`src/rtl/regfile_write_arbiter.sv`:
```
// Two-requester round-robin write arbiter in front of a register file, with registered write outputs.
// Define REGFILE_INIT_CLEAR_EN to zero every register with a sweep after each reset.
module regfile_write_arbiter #(
  parameter int DBITS = 32,
  parameter int ABITS = 4
) (
  input  logic             clk,
  input  logic             reset_n,
  input  logic             req0_valid,
  output logic             req0_ready,
  input  logic [ABITS-1:0] req0_ind,
  input  logic [DBITS-1:0] req0_data,
  input  logic             req1_valid,
  output logic             req1_ready,
  input  logic [ABITS-1:0] req1_ind,
  input  logic [DBITS-1:0] req1_data,
  output logic             rf_wrtEn,
  output logic [ABITS-1:0] rf_wrtInd,
  output logic [DBITS-1:0] rf_dIn,
  output logic [1:0]       grant,
  output logic             busy
);

  logic             in_arb;
  logic             ptr_q, ptr_d;      // 0: req0 favoured, 1: req1 favoured
  logic             wen_q, wen_d;
  logic [ABITS-1:0] ind_q, ind_d;
  logic [DBITS-1:0] din_q, din_d;
  logic [1:0]       gnt_q, gnt_d;
  logic             xfer0, xfer1;

`ifdef REGFILE_INIT_CLEAR_EN
  localparam int WORDS = 2 ** ABITS;
  typedef enum logic {S_INIT, S_ARB} state_e;
  state_e           state_q;
  logic [ABITS-1:0] cnt_q;

  assign in_arb = (state_q == S_ARB);
  assign busy   = (state_q == S_INIT);

  always_ff @(posedge clk or negedge reset_n) begin
    if (!reset_n) begin
      state_q <= S_INIT;
      cnt_q   <= '0;
    end else if (state_q == S_INIT) begin
      cnt_q <= cnt_q + 1'b1;
      if (cnt_q == ABITS'(WORDS - 1)) state_q <= S_ARB;
    end
  end
`else
  assign in_arb = 1'b1;
  assign busy   = 1'b0;
`endif

  assign req0_ready = in_arb & req0_valid & (~req1_valid | ~ptr_q);
  assign req1_ready = in_arb & req1_valid & (~req0_valid |  ptr_q);
  assign xfer0      = req0_valid & req0_ready;
  assign xfer1      = req1_valid & req1_ready;

  always_comb begin
    wen_d = 1'b0;
    ind_d = ind_q;
    din_d = din_q;
    gnt_d = 2'b00;
    ptr_d = ptr_q;
    if (xfer0) begin
      wen_d = 1'b1;
      ind_d = req0_ind;
      din_d = req0_data;
      gnt_d = 2'b01;
      ptr_d = 1'b1;
    end else if (xfer1) begin
      wen_d = 1'b1;
      ind_d = req1_ind;
      din_d = req1_data;
      gnt_d = 2'b10;
      ptr_d = 1'b0;
    end
`ifdef REGFILE_INIT_CLEAR_EN
    // Sweep writes zero to the counter index; readies are low so no transfer competes.
    if (!in_arb) begin
      wen_d = 1'b1;
      ind_d = cnt_q;
      din_d = '0;
    end
`endif
  end

  always_ff @(posedge clk or negedge reset_n) begin
    if (!reset_n) begin
      wen_q <= 1'b0;
      ind_q <= '0;
      din_q <= '0;
      gnt_q <= 2'b00;
      ptr_q <= 1'b0;
    end else begin
      wen_q <= wen_d;
      ind_q <= ind_d;
      din_q <= din_d;
      gnt_q <= gnt_d;
      ptr_q <= ptr_d;
    end
  end

  assign rf_wrtEn  = wen_q;
  assign rf_wrtInd = ind_q;
  assign rf_dIn    = din_q;
  assign grant     = gnt_q;

endmodule

```
`config.mk`:
```
export PLATFORM = sky130hd
export DESIGN_NAME = regfile_write_arbiter
export DESIGN_NICKNAME = d
export VERILOG_FILES = /design/src/rtl/regfile_write_arbiter.sv
export SDC_FILE = /design/constraint.sdc
export NUM_CORES = 1
export LEC_CHECK = 0
export ABC_AREA = 1
export CELL_PAD_IN_SITES_DETAIL_PLACEMENT = 0
export CELL_PAD_IN_SITES_GLOBAL_PLACEMENT = 1
export CORE_UTILIZATION = 29
export CTS_CLUSTER_SIZE = 16
export DETAILED_ROUTE_END_ITERATION = 12
export GPL_ROUTABILITY_DRIVEN = 0
export MAX_ROUTING_LAYER = met4
export PLACE_DENSITY = 0.94
export SLEW_MARGIN = 25
export SYNTH_ARGS = -nofsm -noshare
export SYNTH_HDL_FRONTEND = slang
export SYNTH_SLANG_ARGS = --single-unit
```
`constraint.sdc`:
```
create_clock -name clk -period 2.8 [get_ports clk]
set_input_delay 0.42 -clock clk [delete_from_list [all_inputs] [get_ports clk]]
set_output_delay 0.42 -clock clk [all_outputs]
set_load 0.05 [all_outputs]
```
# ---- Word level (Yosys, flattened, before mapping)
# Index checks and enable logic that the tools add are counted.
dict set report word_totals {
  reg_bits 40
  inputBits 76
  output_inout_bits 42
  wordCells 25
}
dict set report classes {
  muxes 10
  n_bitwise 9
  reduce_logical 1
}
# op count
set op_table {}
lappend op_table {{$mux 32} 2}
lappend op_table {{$mux 4} 2}
lappend op_table {{$and 1x1->1} 4}
lappend op_table {{$mux 1} 4}
lappend op_table {{$mux 2} 2}
lappend op_table {{$not 1->1} 3}
lappend op_table {{$or 1x1->1} 2}
lappend op_table {{$reduce_bool 2->1} 1}

# ---- Logic depth before layout (Yosys ltp)
# Gate-level depths: netlist of the first run.
dict set report depth {
  ltp_word 6
  depth_mapped 7
  mapped_depth_nobuf 5
}

# ---- Worst setup path after synthesis of the first run
# Ideal clock, no wire load.
dict set report synth_timing {
  kind {input to output}
  from {input port req1_valid}
  to {output port req1_ready}
  arrival_ns 1.463
  path_slack_ns 0.917
  stages 4
  cell_sequence {buf_4 -> inv_2 -> buf_2 -> o21ai_1}
}
dict set report synth_between {
  elab_chain_len 1
}
# item line
set synth_rtl {}
lappend synth_rtl {{start: declaration} 13} ;# input logic req1_valid,
lappend synth_rtl {{$and 1x1->1} 56} ;# assign req1_ready = in_arb & req1_valid & (~req0_valid | ptr_q);
lappend synth_rtl {{end: declaration} 14} ;# output logic req1_ready,
# No other way between the ends.

# ---- Worst setup path in the final report of the first run
dict set report layout_timing {
  from {input port req1_valid}
  to {output port req0_ready}
}
dict set report layout_between {
  elab_chain_len 3
}
# item line
set layout_rtl {}
lappend layout_rtl {{$not 1->1} 55} ;# assign req0_ready = in_arb & req0_valid & (~req1_valid | ~ptr_q);
lappend layout_rtl {{$or 1x1->1} 55}
lappend layout_rtl {{$and 1x1->1} 55}
lappend layout_rtl {{end: declaration} 10} ;# output logic req0_ready,
# No other way between the ends.

==> results of run 1 <==
stage by stage:
| stage | area (µm²) | std cells | total power, mW |
|---|---|---|---|
| 3_5_place_dp | 3470 | 528 | 1.43 |
| 6_report | 3560 | 536 | 1.80 |
| 2_1_floorplan | 2300 | 331 | 1.13 |
| 3_3_place_gp | 3470 | 528 | 1.42 |
| 4_1_cts | 3560 | 536 | 1.84 |
| 5_1_grt | 3560 | 536 | 1.91 |
critical path, delay by kind of cell:
family	cells	cell delay (ps)
buffers and inverters	3	1000
AND/OR/NAND/NOR	2	270
metal layers:
layer / track usage [%] / routed length, µm
met4: 3.17 / 48
met2: 29.3 / 3300
met5: - / 0
met3: 4.61 / 398
met1: 21.0 / 2990
how the worst max path moves through the flow:
stage | startpoint | to | slack (ps) | depth (start not counted)
2_1_floorplan | req1_valid | req1_ready | 920 | 4
4_1_cts | req1_valid | req0_ready | 690 | 5
5_1_grt | req1_valid | req0_ready | 630 | 5
3_5_place_dp | req1_valid | rf_dIn[16]$_DFFE_PN0P_ | 660 | 6
3_3_place_gp | req1_valid | req1_ready | 700 | 4
6_report | req1_valid | req0_ready | 690 | 5
cells in the final DEF, fill, tap and decap left out:
| master | n |
|---|---|
| buf_12 | 1 |
| nand4_1 | 36 |
| clkdlybuf4s50_1 | 112 |
| nand2_2 | 1 |
| inv_2 | 2 |
| clkbuf_8 | 6 |
| nand2_1 | 147 |
| buf_4 | 8 |
| inv_1 | 37 |
| conb_1 | 1 |
| buf_2 | 2 |
| dfrtp_1 | 40 |
| o21ai_1 | 2 |
| nand3_1 | 37 |
| clkinv_2 | 2 |
synthesized netlist by cell type:
cell type  number
buf_2          17
buf_4           8
buf_6           2
clkbuf_1        1
conb_1          1
dfrtp_1        40
inv_1          37
inv_2           2
nand2_1       147
nand2_2         1
nand3_1        37
nand4_1        36
o21ai_1         2
cell families (layout without fill, tap and decap cells):
family | count (synthesis) | count (layout) | share of synthesized area, %
compound gates | 2 | 2 | 0.435
buf+inv | 67 | 170 | 13.8
flops | 40 | 40 | 43.5
other cells | 1 | 1 | 0.163
simple gates | 221 | 221 | 42.1
where the power goes:
group,internal [mW],total (mW),switching [mW]
combinational,0.273,0.726,0.453
clock,0.197,0.393,0.197
sequential,0.646,0.685,0.0394
total,1.12,1.80,0.690
state kept, by name (all words and copies together) (netlist names):
signal and flops:
grant 2, rf_dIn 32, rf_wrtEn 1, rf_wrtInd 4
ptr_q 1
area by class of cell:
cell class	instances	area share [%]
Clock buffer	6	2.32
Clock inverter	2	0.281
Multi-Input combinational cell	224	27.6
Tap cell	102	3.58
Inverter	39	4.11
Sequential cell	40	28.1
Timing Repair Buffer	123	34.0
==> results.cfg, run 1 <==
[status]
status = finished clean

[die]
start_util_pct = 29.9
die_x_um = 91.1
core_area_mm2 = 0.00769
ios = 118
dieArea_mm2 = 0.00829
fp.dieH_um = 91.1
placementRows = 32

[sta]
worst_clock_skew_ps = 1.50
period_share_pct = 75.3
worstMarginPinSlew_ps = 912
rsz0062_at_grt = false
max_clock_freq_mhz = 474
relSlewSlack_pct = 39.2
period_needed_ps = 2110
maxSlewViolCount = 0
final_hold_viol_count = 0
tns_ps = 0
finalSetupViolCount = 0
whs_ps = 263
worst_slack_ps = 690

[worst_setup_path]
timing.critical_path.cells = clkdlybuf4s50_1 -> nand2_2 -> nand2_1 -> inv_1 -> buf_4
critPathSlowestCell = clkdlybuf4s50_1
crit_path_max_incr_delay_ps = 740
end_kind = output port
cp.arrival_ps = 1690
critical_path_class = input port to output port
r2r_end = rf_wrtInd[1]$_DFFE_PN0P_
startpoint_type = input port
r2r_cells = 5
r2r_setup_slack_ps = 1460
cp_max_fo = 11
worst-endpoint-required_ps = 2380
r2r_start = ptr_q$_DFFE_PN0P_

[synthesis]
syn-instance-count = 331
ys_top_cells_by_area = dfrtp_1 (44%), nand2_1 (24%), nand4_1 (9.8%)
syn_area_mm2 = 0.00230
synth_cell_types = 13
ys_warn_count = 0
postSynthAreaPerCell_um2 = 6.95
synth.largest_area_cell = dfrtp_1
synth_seq_cells = 40
ys_seq_area_share_pct = 43.5
syn-num-nets = 407
netlist.area_leader.share_pct = 43.5

[global_route]
grt_start_max_net_pins = 51
grt_pass1_wl_mm = 11.3
track_usage_pct = 17.3
antenna_found_initial = 0
first_global_vias = 2328
gr-total-overflow = 0

[cts]
cts-resized-gates = 0
clk_path_buf_depth = 2
cts_tree = built
cts_sinks = 40
cts_hold_buf = 0
cts_buffers = 5
clock_latency_ps = 280
cts_setup_buffers = 0
htreeDepth = 2
cts_root_buf = clkbuf_8
clkTransAtPathRegs_ps = 80

[finish]
area_growth_pct = 54.8
multiInputGateArea_um2 = 982
register_area_mm2 = 0.00100
n_fill_cell = 764
fin_nets = 509
final_util_pct = 46.3
antenna_cells = 0
drive_gt1_share_pct = 5.07

[placement]
portBuffers = 116
dp_hpwl_mm = 4.59
dp_slack_ps = 663

[pwr]
p_leak_nw = 1.81
ir_worst_vdd_uv = 190
powerDensity_mw_per_mm2 = 507

[drt]
via_count = 2473
wl_mm = 6.74
dr.pass1.iters = 4
wl_per_cell_um = 12.6
drt_iter0_markers = 75
antenna_left = 0
viasPerCell = 4.61
post-route-drc-count = 0

[job]
maxCapViolCount = 0

[worst_hold_path]
hold_class = input port to asynchronous set/reset pin
(Power assumes the default switching activity.)
==> run 2: changes to the inputs <==
--- a/config.mk
+++ b/config.mk
@@ -8,12 +8,12 @@
 export ABC_AREA = 1
 export CELL_PAD_IN_SITES_DETAIL_PLACEMENT = 0
 export CELL_PAD_IN_SITES_GLOBAL_PLACEMENT = 1
-export CORE_UTILIZATION = 29
+export CORE_UTILIZATION = 27
 export CTS_CLUSTER_SIZE = 16
 export DETAILED_ROUTE_END_ITERATION = 12
 export GPL_ROUTABILITY_DRIVEN = 0
 export MAX_ROUTING_LAYER = met4
-export PLACE_DENSITY = 0.94
+export PLACE_DENSITY = 0.89
 export SLEW_MARGIN = 25
 export SYNTH_ARGS = -nofsm -noshare
 export SYNTH_HDL_FRONTEND = slang
==> constraint.sdc (replaced) <==
create_clock -name clk -period 2 [get_ports clk]
set_input_delay 0.3 -clock clk [delete_from_list [all_inputs] [get_ports clk]]
set_output_delay 0.3 -clock clk [all_outputs]
set_load 0.05 [all_outputs]
==> run 2 against run 1 <==
Combinational power rose by 40%. Critical path depth fell by 4. Sequential power rose by 40%. Die area rose by 7.2%. Worst hold slack improved by 150 ps. Clock-buffer cell count rose by 1. Register-to-register slack got worse by 640 ps. Clock power rose by 41%. Sequential share of layout area fell by 0.37 points. Clock skew rose by 7.0 ps. Sequential cell count did not move.
==> results.cfg, run 2 (same netlist as run 1, synthesis figures left out) <==
[status]
status = finished clean

[worst_setup_path]
critPathSlowestCell = clkdlybuf4s50_1
cp.arrival_ps = 1480
cp-endpoint = rf_dIn[31]
r2r_cells = 5
r2r_setup_slack_ps = 820
r2r_end = rf_dIn[8]$_DFFE_PN0P_
startpoint_type = register
critical_path_class = register to output port
timing.critical_path.cells = clkdlybuf4s50_1
crit_cells = 1
r2r_start = ptr_q$_DFFE_PN0P_
cp.buffers_inverters = 1
cp_max_fo = 2
crit_path_max_incr_delay_ps = 810
end_kind = output port
crit_start = rf_dIn[31]$_DFFE_PN0P_
critPathTopFamily = buffers and inverters
worst-endpoint-required_ps = 1700

[sta]
maxSlewViolCount = 0
period_needed_ps = 1780
whs_ps = 417
worst_slack_ps = 220
final_hold_viol_count = 0
finalSetupViolCount = 0
max_clock_freq_mhz = 562
worst_clock_skew_ps = 8.54
worstMarginPinSlew_ps = 646
rsz0062_at_grt = false
relSlewSlack_pct = 56.9
period_share_pct = 89.0
tns_ps = 0

[finish]
final_cell_mix = nand2_1 (147), clkdlybuf4s50_1 (112), dfrtp_1 (40), inv_1 (37), nand3_1 (37)
area_growth_pct = 56.8
stdcell_count = 541
largest_register_ffs = 32
antenna_cells = 0
final_util_pct = 43.9
stdcell_area_mm2 = 0.00361
final_common_cell = nand2_1
fin_nets = 511
drive_gt1_share_pct = 5.05

[cts]
htreeDepth = 2
clk_path_buf_depth = 2
clock_latency_ps = 290
cts_buffers = 5
cts_sinks = 40
cts_root_buf = clkbuf_8
cts_setup_buffers = 0
clkTransAtPathRegs_ps = 80
cts_tree = built

[drt]
wl_mm = 6.48
viasPerCell = 4.50
post-route-drc-count = 0
via_count = 2437
dr.pass1.iters = 5
wl_per_cell_um = 12.0
drt_iter0_markers = 75
antenna_left = 0

[placement]
portBuffers = 116
dp_hpwl_mm = 4.42
dpl.cell_count = 532
dp_slack_ps = 341
placed_area_mm2 = 0.00350

[pwr]
p_leak_nw = 1.83
ir_worst_vdd_uv = 288
powerDensity_mw_per_mm2 = 703
power_mw = 2.54

[global_route]
first_global_vias = 2218
track_usage_pct = 15.4
grt_pass1_wl_mm = 10.5
grt_start_max_net_pins = 75
gr-total-overflow = 0
antenna_found_initial = 0

[die]
fp.dieH_um = 94.3
dieArea_mm2 = 0.00890
ios = 118
start_util_pct = 28.0
die_x_um = 94.3
core_area_mm2 = 0.00822
placementRows = 33

[worst_hold_path]
hold_class = input port to register

[job]
maxCapViolCount = 0
## run 2: cell count changes in the layout (fill, tap and decap cells not counted)
cell           delta
buf_4             -1
clkinv_2          -2
buf_12            +2
clkbuf_1          +1
dlygate4sd3_1     +1
clkinvlp_4        +1
## run 2: where the power goes
| part | total [mW] | internal, mW | switching (mW) |
|---|---|---|---|
| Combinational | 1.02 | 0.392 | 0.631 |
| Clock | 0.555 | 0.280 | 0.275 |
| Sequential | 0.958 | 0.904 | 0.0543 |
| Total | 2.54 | 1.58 | 0.961 |
## run 2: worst register-to-register path: stages, from the launching register on
cell and delay (ps):
dfrtp_1 390, nand2_2 100, buf_12 290, nand3_1 150, nand2_1 90, nand2_1 40
## run 2: area by class of cell
type                    count  area (µm²)
flip-flops and latches     40        1000
clock inverters             1        7.51
multi-input cells         224         982
fillers                   874        4610
clock buffers               7        86.3
inverters                  39         146
repair buffers            125        1250
well taps                 105         131
## run 2: what timing repair did
| item | 4_1_cts | 5_1_grt |
|---|---|---|
| endpoints found under the hold margin | 19 | 0 |
| endpoints found under the setup margin | 0 | 0 |
| gates resized for setup | 0 | 0 |
| hold buffers | 1 | 0 |
## run 2: metal layers
| layer | global-route usage [%] | wire [µm] | vias to the layer above |
|---|---|---|---|
| met4 | 5.38 | 116 | 0 |
| met3 | 2.51 | 334 | 9 |
| met1 | 19.1 | 2920 | 1097 |
| li1 | - | - | 1250 |
| met2 | 25.4 | 3100 | 81 |
| met5 | - | 0 | - |
## run 2: worst min-delay path by stage
stage               slack, ps  cells after the start       start                      to
floorplan                   4                      0     reset_n      grant[0]$_DFF_PN0_
global placement          270                      1     reset_n  rf_dIn[19]$_DFFE_PN0P_
detailed placement        290                      1     reset_n  rf_dIn[17]$_DFFE_PN0P_
CTS                       410                      3  req0_valid      grant[0]$_DFF_PN0_
global route              420                      3  req0_valid      grant[0]$_DFF_PN0_
finish                    420                      3  req0_valid      grant[0]$_DFF_PN0_
==> run 3: changes to the inputs <==
--- a/config.mk
+++ b/config.mk
@@ -8,12 +8,12 @@
 export ABC_AREA = 1
 export CELL_PAD_IN_SITES_DETAIL_PLACEMENT = 0
 export CELL_PAD_IN_SITES_GLOBAL_PLACEMENT = 1
-export CORE_UTILIZATION = 27
+export CORE_UTILIZATION = 24
 export CTS_CLUSTER_SIZE = 16
 export DETAILED_ROUTE_END_ITERATION = 12
 export GPL_ROUTABILITY_DRIVEN = 0
 export MAX_ROUTING_LAYER = met4
-export PLACE_DENSITY = 0.89
+export PLACE_DENSITY = 0.84
 export SLEW_MARGIN = 25
 export SYNTH_ARGS = -nofsm -noshare
 export SYNTH_HDL_FRONTEND = slang
==> constraint.sdc (replaced) <==
create_clock -name clk -period 1.6 [get_ports clk]
set_input_delay 0.24 -clock clk [delete_from_list [all_inputs] [get_ports clk]]
set_output_delay 0.24 -clock clk [all_outputs]
set_load 0.05 [all_outputs]
==> run 3 against run 2 <==
Via count up 1.2%. Clock power up 60%. Routed wire length up 6.2%. Clock-buffer cell count unchanged. Utilization down 5.0 points. First-iteration DRC count up 11%. Sequential cell count unchanged. Global-route usage down 1.2 points. Non-clock buffer count up 5. Sequential power up 25%. Worst setup slack worse by 82 ps. Critical path type unchanged. Critical endpoint is now req0_ready. Highest routed layer unchanged.
==> results.cfg, run 3 (same netlist as run 1, synthesis figures left out) <==
[status]
status = finished clean

[sta]
period_share_pct = 91.4
period_needed_ps = 1460
finalSetupViolCount = 0
worst_clock_skew_ps = 6.45
maxSlewViolCount = 0
rsz0062_at_grt = false
tns_ps = 0
max_clock_freq_mhz = 684
final_hold_viol_count = 0

[worst_setup_path]
cp_max_fo = 8
cp.arrival_ps = 1220
r2r_setup_slack_ps = 340
critPathSlowestCell = dfrtp_1
timing.critical_path.cells = nand2_4 -> nand2_1 -> inv_1 -> buf_4
r2r_cells = 5
startpoint_type = register
r2r_start = ptr_q$_DFFE_PN0P_
critPathTopFamily = flip-flops
worst-endpoint-required_ps = 1360
crit_path_max_incr_delay_ps = 410
end_kind = output port
cp.buffers_inverters = 2
critical_path_class = register to output port
r2r_end = rf_dIn[10]$_DFFE_PN0P_

[global_route]
gr-total-overflow = 0
first_global_vias = 2266
grt_pass1_wl_mm = 11.0
grt_start_max_net_pins = 37
antenna_found_initial = 0
track_usage_pct = 14.2

[cts]
cts_sinks = 40
cts_tree = built
htreeDepth = 2
cts_buffers = 5
clkTransAtPathRegs_ps = 80
cts_setup_buffers = 0
cts_root_buf = clkbuf_8
clk_path_buf_depth = 2
clock_latency_ps = 280

[finish]
area_growth_pct = 56.9
final_common_cell = nand2_1
antenna_cells = 0
drive_gt1_share_pct = 15.4
final_cell_mix = nand2_1 (147), clkdlybuf4s50_1 (72), buf_4 (51), dfrtp_1 (40)
largest_register_ffs = 32
final_util_pct = 38.9
fin_nets = 516

[worst_hold_path]
hold_end = grant[0]$_DFF_PN0_
min-delay-start = req0_valid
whs_path_depth = 3
hold_class = input port to register

[pwr]
seqPwrFrac_pct = 36.0
p_int_mw = 2.14
powerDensity_mw_per_mm2 = 926
power_mw = 3.34
ir_worst_vdd_uv = 329
switching_share_pct = 36.1
pwr-share-comb_pct = 37.4
p_leak_nw = 1.91
clockPowerShare_pct = 26.5
switching_power_mw = 1.21

[drt]
via_count = 2467
post-route-drc-count = 0
viasPerCell = 4.33
dr.pass1.iters = 4
wl_mm = 6.88
antenna_left = 0
wl_per_cell_um = 12.1
drt_iter0_markers = 83

[die]
start_util_pct = 24.8
fp.dieH_um = 99.9
dieArea_mm2 = 0.00998
die_x_um = 99.9
core_area_mm2 = 0.00928
placementRows = 35
ios = 118

[placement]
portBuffers = 116
dp_hpwl_mm = 5.05

[job]
maxCapViolCount = 0
run 3: through the flow:
stage | instance area (µm²) | instances | setup slack [ps] | hold WS (ps)
finish | 3610 | 570 | 138 | 291
global route | 3610 | 570 | 34.2 | 303
CTS | 3610 | 570 | 59.4 | 281
detailed placement | 3470 | 561 | 299 | 230
global placement | 3470 | 561 | 328 | 226
floorplan | 2300 | 331 | 77.3 | -55.6
run 3: layout make-up:
cell class | instances | area, µm²
fillers | 993 | 5670
repair buffers | 130 | 1190
flip-flops and latches | 40 | 1000
multi-input cells | 224 | 987
well taps | 129 | 161
inverters | 39 | 146
clock buffers | 7 | 96.3
clock inverters | 1 | 30.0
run 3: power groups by stage:
stage | Sequential (mW) | Clock (mW) | Combinational, mW
after global routing | 1.22 | 0.971 | 1.35
after floorplan | 1.63 | 0 | 0.348
after detailed placement | 1.22 | 0 | 1.26
after CTS | 1.20 | 0.931 | 1.27
after global placement | 1.22 | 0 | 1.26
final | 1.20 | 0.887 | 1.25
run 3: routing by layer:
metal	up-vias	GRT usage [%]	share of wire, %
li1	1261	-	-
met1	1100	18.3	44
met2	102	22.9	46
met3	4	2.99	8.6
met4	0	3.39	0.45
met5	-	-	0
run 3: worst min-delay path, cell delays in order:
cell	delay, ps
buf_2	120
nand2_1	100
inv_1	70
run 3: timing repair:
item / in CTS / in global routing
endpoints found under the setup margin: 0 / 1
endpoints found under the hold margin: 18 / 0
hold buffers: 1 / 0
gates resized for setup: 0 / 1
run 3: how the worst max path moves through the flow:
stage | cells after the start | endpoint | start
after global routing | 4 | req0_ready | ptr_q$_DFFE_PN0P_
after global placement | 5 | rf_dIn[9]$_DFFE_PN0P_ | ptr_q$_DFFE_PN0P_
after CTS | 4 | req0_ready | ptr_q$_DFFE_PN0P_
after detailed placement | 6 | rf_dIn[2]$_DFFE_PN0P_ | req1_valid
final | 4 | req0_ready | ptr_q$_DFFE_PN0P_
after floorplan | 4 | req1_ready | req1_valid
